`config.mk`:
```
export PLATFORM = sky130hd
export DESIGN_NAME = out_uart_tx
export DESIGN_NICKNAME = d
export VERILOG_FILES = /design/src/rtl/cpu_pkg.sv /design/src/rtl/out_fifo.sv /design/src/rtl/out_uart_tx.sv
export SDC_FILE = /design/constraint.sdc
export NUM_CORES = 1
export LEC_CHECK = 0
export ABC_AREA = 1
export CAP_MARGIN = 20
export CORE_ASPECT_RATIO = 0.75
export CORE_MARGIN = 1
export CORE_UTILIZATION = 60
export CTS_BUF_LIST = sky130_fd_sc_hd__clkbuf_16
export DETAILED_ROUTE_END_ITERATION = 7
export PLACE_DENSITY = 0.92
export REMOVE_ABC_BUFFERS = 1
export SLEW_MARGIN = 20
export SYNTH_ARGS = -nofsm -noshare
export SYNTH_HDL_FRONTEND = slang
export SYNTH_HIERARCHICAL = 1
export SYNTH_SLANG_ARGS = --single-unit
```
`constraint.sdc`:
```
create_clock -name clk -period 4.9 [get_ports clk]
set_clock_uncertainty 0.15 [all_clocks]
set_input_delay 0.98 -clock clk [delete_from_list [all_inputs] [get_ports clk]]
set_output_delay 0.98 -clock clk [all_outputs]
set_load 0.005 [all_outputs]
```
`src/rtl/cpu_pkg.sv`:
```
// Shared definitions for the OUT-port serial transmitter: FSM encoding and frame geometry.
package cpu_pkg;

  typedef enum logic [1:0] {
    IDLE  = 2'd0,
    START = 2'd1,
    DATA  = 2'd2,
    STOP  = 2'd3
  } tx_state_e;

  localparam int FRAME_BITS = 10;
  localparam int DATA_BITS  = 8;

endpackage

```
`src/rtl/out_fifo.sv`:
```
// Byte buffer between the CPU OUT path and the serial shifter; combinational head read.
// Pushes into a full buffer are dropped (a same-edge pop does not make room); pops when empty are ignored.
module out_fifo #(
  parameter int WIDTH = 8,
  parameter int DEPTH = 4
) (
  input  logic                       clk,
  input  logic                       rst,
  input  logic                       push,
  input  logic                       pop,
  input  logic [WIDTH-1:0]           din,
  output logic [WIDTH-1:0]           dout,
  output logic [$clog2(DEPTH):0]     count,
  output logic                       full,
  output logic                       empty
);

  localparam int AW = $clog2(DEPTH);
  localparam int CW = AW + 1;

  logic [WIDTH-1:0] mem_q [DEPTH];
  logic [AW-1:0]    wr_ptr_q, rd_ptr_q;
  logic [CW-1:0]    count_q;
  logic             do_push, do_pop;

  assign full    = (count_q == CW'(DEPTH));
  assign empty   = (count_q == '0);
  assign count   = count_q;
  assign dout    = mem_q[rd_ptr_q];
  assign do_push = push && !full;
  assign do_pop  = pop && !empty;

  // Power-of-two depth lets the pointers wrap by natural overflow.
  always_ff @(posedge clk) begin
    if (rst) begin
      wr_ptr_q <= '0;
      rd_ptr_q <= '0;
      count_q  <= '0;
    end else begin
      if (do_push) wr_ptr_q <= wr_ptr_q + 1'b1;
      if (do_pop)  rd_ptr_q <= rd_ptr_q + 1'b1;
      case ({do_push, do_pop})
        2'b10:   count_q <= count_q + 1'b1;
        2'b01:   count_q <= count_q - 1'b1;
        default: count_q <= count_q;
      endcase
    end
  end

  always_ff @(posedge clk) begin
    if (do_push) mem_q[wr_ptr_q] <= din;
  end

endmodule

```
`src/rtl/out_uart_tx.sv`:
```
// Buffered 8N1 serial transmitter for the CPU OUT port; tx falls two edges after a push into an idle unit.
// Back-to-back frames with no idle gap; full stalls the writer and a push while full sets sticky overflow.
module out_uart_tx
  import cpu_pkg::*;
#(
  parameter int CLKS_PER_BIT = 4,
  parameter int FIFO_DEPTH   = 4
) (
  input  logic       clk,
  input  logic       rst,
  input  logic [7:0] data_in,
  input  logic       wr_en,
  output logic       full,
  output logic       busy,
  output logic       overflow,
  output logic       tx
);

  localparam int BW = (CLKS_PER_BIT > 1) ? $clog2(CLKS_PER_BIT) : 1;
  localparam int CW = $clog2(FIFO_DEPTH) + 1;

  tx_state_e     state_q;
  logic [BW-1:0] baud_q;
  logic [2:0]    bit_idx_q;
  logic [7:0]    shift_q;
  logic          tx_q;
  logic          overflow_q;

  logic [7:0]    fifo_dout;
  logic [CW-1:0] fifo_count;
  logic          fifo_full, fifo_empty;
  logic          baud_last, pop;

  assign baud_last = (baud_q == BW'(CLKS_PER_BIT - 1));
  // Pops only from idle or on the last stop cycle, so a frame in flight is never disturbed.
  assign pop = !fifo_empty && ((state_q == IDLE) || ((state_q == STOP) && baud_last));

  out_fifo #(
    .WIDTH(8),
    .DEPTH(FIFO_DEPTH)
  ) u_fifo (
    .clk  (clk),
    .rst  (rst),
    .push (wr_en),
    .pop  (pop),
    .din  (data_in),
    .dout (fifo_dout),
    .count(fifo_count),
    .full (fifo_full),
    .empty(fifo_empty)
  );

  assign full     = fifo_full;
  assign busy     = (state_q != IDLE) || (fifo_count != '0);
  assign overflow = overflow_q;
  assign tx       = tx_q;

  always_ff @(posedge clk) begin
    if (rst) begin
      state_q    <= IDLE;
      baud_q     <= '0;
      bit_idx_q  <= '0;
      shift_q    <= '0;
      tx_q       <= 1'b1;
      overflow_q <= 1'b0;
    end else begin
      if (wr_en && fifo_full) overflow_q <= 1'b1;
      case (state_q)
        IDLE: begin
          baud_q <= '0;
          tx_q   <= 1'b1;
          if (pop) begin
            shift_q <= fifo_dout;
            state_q <= START;
            tx_q    <= 1'b0;
          end
        end
        START: begin
          if (baud_last) begin
            baud_q    <= '0;
            bit_idx_q <= '0;
            state_q   <= DATA;
            tx_q      <= shift_q[0];
          end else begin
            baud_q <= baud_q + 1'b1;
          end
        end
        DATA: begin
          if (baud_last) begin
            baud_q <= '0;
            if (bit_idx_q == 3'(DATA_BITS - 1)) begin
              state_q <= STOP;
              tx_q    <= 1'b1;
            end else begin
              shift_q   <= {1'b0, shift_q[7:1]};
              bit_idx_q <= bit_idx_q + 1'b1;
              tx_q      <= shift_q[1];
            end
          end else begin
            baud_q <= baud_q + 1'b1;
          end
        end
        STOP: begin
          if (baud_last) begin
            baud_q <= '0;
            if (pop) begin
              shift_q <= fifo_dout;
              state_q <= START;
              tx_q    <= 1'b0;
            end else begin
              state_q <= IDLE;
              tx_q    <= 1'b1;
            end
          end else begin
            baud_q <= baud_q + 1'b1;
          end
        end
        default: begin
          state_q <= IDLE;
          tx_q    <= 1'b1;
        end
      endcase
    end
  end

endmodule
```
# Yosys cells after proc, flatten, opt, wreduce, memory -nomap -nowiden
# Memories as Yosys holds them, arrays and structs flattened. A register that Yosys moved wholly into a read port is not among the register bits.
# Index checks and enable logic that the tools add are counted.
[word_totals]
register_bits = 24
ram_bits = 32
in_bits = 11
out_inout_bits = 4
wordCells = 80
mem_count = 1
[classes]
addsub = 6
n_eq_ne = 14
mux = 29
n_reduce_logical = 21
[memory_table]
columns = ["name", "words", "width", "rd", "rd_ports_with_merged_regs", "write_ports", "line", "source"]
rows = [
  ["u_fifo.mem_q", 4, 8, 1, 1, 1, "out_fifo.sv:21", "logic [WIDTH-1:0] mem_q [DEPTH];"],
]
[ops]
columns = ["op", "count"]
rows = [
  ["8-bit two-way mux", 4],
  ["8-bit case mux with 3 select lines", 1],
  ["2-bit two-way mux", 8],
  ["3-bit case mux with 2 select lines", 2],
  ["2-bit != test, second input constant", 5],
  ["3-bit two-way mux", 3],
  ["2-bit == test, second input constant", 4],
  ["1-bit two-way mux", 8],
  ["2-bit case mux with 4 select lines", 1],
  ["4-bit AND reduction", 2],
  ["2-bit by 1-bit adder with 2-bit output, second input constant", 3],
  ["3-bit by 1-bit adder with 3-bit output, second input constant", 2],
  ["3-bit == test, second input constant", 2],
  ["2-bit nonzero test", 3],
  ["3-bit nonzero test", 2],
  ["1-bit logical AND", 5],
  ["5-bit AND reduction", 1],
  ["2-bit by 1-bit == test with 1-bit output, second input constant", 2],
  ["1-bit case mux with 4 select lines", 1],
  ["2-bit case mux with 2 select lines", 1],
  ["3-bit logical NOT", 1],
  ["3-bit AND reduction", 1],
  ["3-bit OR reduction", 1],
  ["3-bit by 1-bit subtractor with 3-bit output, second input constant", 1],
  ["other kinds (4)", 6],
]

# Longest topological paths before layout
[logic_depth]
depth_word = 7
mapped_depth = 17
mapped_depth_nobuf = 17

# By module
# Netlist, hierarchy kept.
[modules_own_cells]
columns = ["module", "n_inst", "cells_per_inst", "area_each_um2", "seq_area_each_um2"]
rows = [
  ["out_fifo", 1, 146, 1691.6, 1141.1],
  ["out_uart_tx", 1, 135, 1012.2, 340.3],
]

# Worst setup path after synthesis
# Ideal clock, no wire load.
[synth_timing]
path_kind = "input to register"
start = "in wr_en"
end = "reg u_fifo.count_q[2] (netlist: u_fifo/count[2])"
setup_ns = 0.113
arrival_ns = 1.921
required_time_ns = 4.637
setup_slack_ns = 2.717
cell_stages = 10
path_buffers = 0
path_cell_list = "nand2_4 ha_1 inv_1 fa_1 inv_1 nand2_1 nand3_1 nand2_1 nand2_1 nor2_1"
[synth_via]
elab_chain_len = 3
word_cells_on_any_way = 5
classes_between = "eq/ne: 2; mux: 1; reduce/logical: 2"
[synth_rtl]
columns = ["element", "line", "source"]
rows = [
  ["start, declared", "out_uart_tx.sv:12", "input logic wr_en,"],
  ["1-bit logical AND *", "out_fifo.sv:30", "assign do_push = push && !full;"],
  ["2-bit by 1-bit == test with 1-bit output or 2-bit == test (tied branches)", "out_fifo.sv:42", "case ({do_push, do_pop})"],
  ["3-bit case mux with 2 select lines or 2-bit nonzero test (tied branches)", "-", ""],
  ["end signal, assigned", "out_fifo.sv:43", "2'b10: count_q <= count_q + 1'b1;"],
  ["end signal, assigned", "out_fifo.sv:44", "2'b01: count_q <= count_q - 1'b1;"],
  ["end signal, assigned", "out_fifo.sv:45", "default: count_q <= count_q;"],
  ["end, declared", "out_fifo.sv:23", "logic [CW-1:0] count_q;"],
]
# Every way passes the cells marked *; elsewhere a longest branch is shown, timed or not.
# A chain may end at the register's enable or synchronous reset.

# Worst setup path after layout
[layout_timing]
start = "reg state_q[0]"
end = "out busy"
[layout_via]
elab_chain_len = 2
[layout_rtl]
columns = ["element", "line", "source"]
rows = [
  ["start, declared", "out_uart_tx.sv:22", "tx_state_e state_q;"],
  ["start signal, assigned", "out_uart_tx.sv:60", "state_q <= IDLE;"],
  ["start signal, assigned", "out_uart_tx.sv:74", "state_q <= START;"],
  ["start signal, assigned", "out_uart_tx.sv:82", "state_q <= DATA;"],
  ["2-bit nonzero test", "out_uart_tx.sv:54", "assign busy = (state_q != IDLE) || (fifo_count != '0);"],
  ["1-bit logical OR", "out_uart_tx.sv:54", ""],
  ["end, declared", "out_uart_tx.sv:14", "output logic busy,"],
]
# No other way between the ends.

==> reports/qor.yml <==
status: "completed"
yosys-top-cells-count: "nand2_1 (42), nor2_1 (38), edfxtp_1 (32), inv_1 (31), dfxtp_1 (26)"
hpwl_microns: 3618
first_pass_iters: 4
synth-xor-area-share_pct: 0
final_nets: 324
critPathRequiredTime_ns: 3.77
report.final.slew_viol_count: 0
cts_tree: "built"
fmax_mhz: 352.3
clockBufferDepth: 2
post-route-period-util_pct: 57.93
finalHoldViolCount: 0
insertion_delay_ns: 0.33
avgRoutedWirePerCell_microns: 15.35
synth_simple_gate_area_share_pct: 18.09
cp_data_arrival_time_ns: 1.71
setup_viol: 0
synth_fa_ha_area_share_pct: 6.756
start_util_pct: 64.70
die_x_microns: 79.52
netlist_instances: 281
ir_worst_vdd_v: 0.0003597
path_cells: "inv_1, ha_1, nand2_1, clkdlybuf4s50_1"
grt_overflow_total: 0
synth_top_family_by_area: "simple AND/OR/NAND/NOR gates"
maxCapViolCount: 0
max_stage_delay_ns: 0.49
grt_max_degree: 18
vias_per_cell: 5.582
tns_ns: 0
post_synth.cell_area_avg_sq_um: 9.622
hold_class: "flop to flop"
antenna_found_initial: 0
design.core.area_sq_um: 4179
nFillCells: 247
worstSetupPathType: "flop to output port"
antennaDiodeCount: 0
clk_pin_slew_worst_paths_ns: 0.06
vias: 2004
syn_to_final_growth_pct: 15.41
grt_pass1_wl_microns: 8776
globalplace.congestion: 0.8865
max_slew.worst_pin.slew_ns: 0.6926
fin_area_sq_um: 3120
synth_flop_cell: "edfxtp_1"
hold_buffers: 0
ys_ff_latch: 58
ant_nets: 0
crit_family: "buffers and inverters"
relSlewSlack_pct: 53.66
synth.yosys.warnings: 6
crit_path_end_kind: "output port"
synth.most_common_cell: "nand2_1"
grt_pass1_vias: 1886
rows: 20
cts.sinks: 58
cp_max_fo: 5
syn_area_sq_um: 2704
drc_errors: 0
pin_count: 15
io_buffers: 14
cp_slowest_cell: "clkdlybuf4s50_1"
drtIter0Drc: 245
synth-compound-area-share_pct: 13.42
power_density_nw_per_um2: 648.9
worst-path-buf-inv: 2
synth-async-reset-ratio_pct: 0
die_area_sq_um: 4782
fin_crit_ns: 2.839
startpoint_type: "flop"
grt_usage_pct: 26.28
cts_setup_buffers: 0
cts_buffers: 9
synth_area_leaders: "edfxtp_1 (36%), dfxtp_1 (19%), ha_1 (6.0%)"
yosysUniqueCellTypes: 28
root_buffer: "clkbuf_16"
finalWirelength_microns: 5509
synth-edff-count: 32
yosys.area.top_type: "edfxtp_1"
cts_resized: 0
htreeDepth: 3
synth_top_area_share_pct: 35.54
rsz0062_at_grt: "no"
die_y_microns: 60.14
placed_area_sq_um: 2849
yosys-mux-area-fraction_pct: 0
seq_area_frac_synth_pct: 54.79
drive_above_1_share_pct: 13.49
p_leak_nw: 1.240
[kinds of logic after synthesis]
family	count (synthesis)
compound gates	56
buf+inv	40
simple gates	113
fa+ha+maj	14
flops	58
[worst reg2reg max path, cell delays in order, from the launching register on]
cell,delay [ns]
dfxtp_1,0.35
inv_1,0.15
ha_1,0.24
inv_1,0.05
nand2_1,0.09
nand2_1,0.13
inv_1,0.12
nand2_1,0.08
inv_1,0.08
ha_1,0.16
inv_1,0.07
fa_1,0.38
inv_1,0.06
nand2_1,0.04
nand3_1,0.09
nand2_1,0.07
nand2_1,0.07
nor2_1,0.04
[final timing paths]
check | from | end | slack (ns) | depth (start not counted)
max | state_q[0]$_SDFFE_PP0P_ | busy | 2.06 | 4
min | baud_q[0]$_SDFF_PP0_ | baud_q[0]$_SDFF_PP0_ | 0.28 | 1
max reg2reg | state_q[1]$_SDFFE_PP0P_ | u_fifo/count[2]$_SDFFE_PP0P_ | 2.38 | 17
min reg2reg | baud_q[0]$_SDFF_PP0_ | baud_q[0]$_SDFF_PP0_ | 0.28 | 1
[routing by layer]
metal	track usage [%]	vias to the layer above	routed length, microns	part of all wire [%]
met5	0	-	0	0
met4	11.69	0	140	2.5
met3	10.99	18	437	7.9
met2	43.59	91	2655	48
met1	30.05	918	2276	41
li1	-	977	-	-
[per-stage QoR]
| step | power (mW) | hold WS, ns | util (%) | std cells | worst slack [ns] |
|---|---|---|---|---|---|
| 6_report | 2.025 | 0.2760 | 74.67 | 359 | 2.061 |
| 5_1_grt | 2.155 | 0.2933 | 74.67 | 359 | 2.003 |
| 4_1_cts | 2.022 | 0.2734 | 74.67 | 359 | 2.080 |
| 3_5_place_dp | 1.453 | 0.2659 | 68.17 | 343 | 2.036 |
| 3_3_place_gp | 1.404 | 0.2579 | 68.17 | 343 | 2.132 |
| 2_1_floorplan | 1.255 | 0.2483 | - | 274 | 2.717 |
[layout by cell type, fill, tap and decap left out, drive strengths merged]
cell type	count
a21boi	7
a21oi	19
clkbuf	9
clkdlybuf4s50	14
clkinv	4
clkinvlp	3
dfxtp	26
edfxtp	32
fa	1
ha	13
inv	33
nand2	49
nand3	20
nand4	1
nor2	41
nor3	2
o211ai	1
o21ai	21
o22ai	8
[registers in the layout, summed over array words and instances, names as in the netlist, 2 cells and up, named ones only]
register         cells
bit_idx_q            3
u_fifo/count         3
state_q              2
u_fifo/rd_ptr_q      2
baud_q               2
u_fifo/wr_ptr_q      2
u_fifo/mem_q        32
shift_q              8
[power breakdown]
group | internal [mW] | leakage (nW) | total [mW] | switching (mW)
combinational | 0.286 | 0.605 | 0.782 | 0.496
sequential | 0.605 | 0.507 | 0.684 | 0.0784
clock | 0.339 | 0.127 | 0.559 | 0.220
[layout make-up]
| type | instances | area (sq um) | share of cell area [%] |
|---|---|---|---|
| clock buffer | 9 | 225.2 | 7.217 |
| clock inverter | 7 | 46.29 | 1.484 |
| inverter | 33 | 123.9 | 3.970 |
| multi-input combinational | 183 | 1035 | 33.16 |
| sequential | 58 | 1481 | 47.47 |
| tap | 55 | 68.82 | 2.205 |
| timing repair buffer | 14 | 140.1 | 4.491 |
Note: power is estimated with default switching activity, not from simulation.
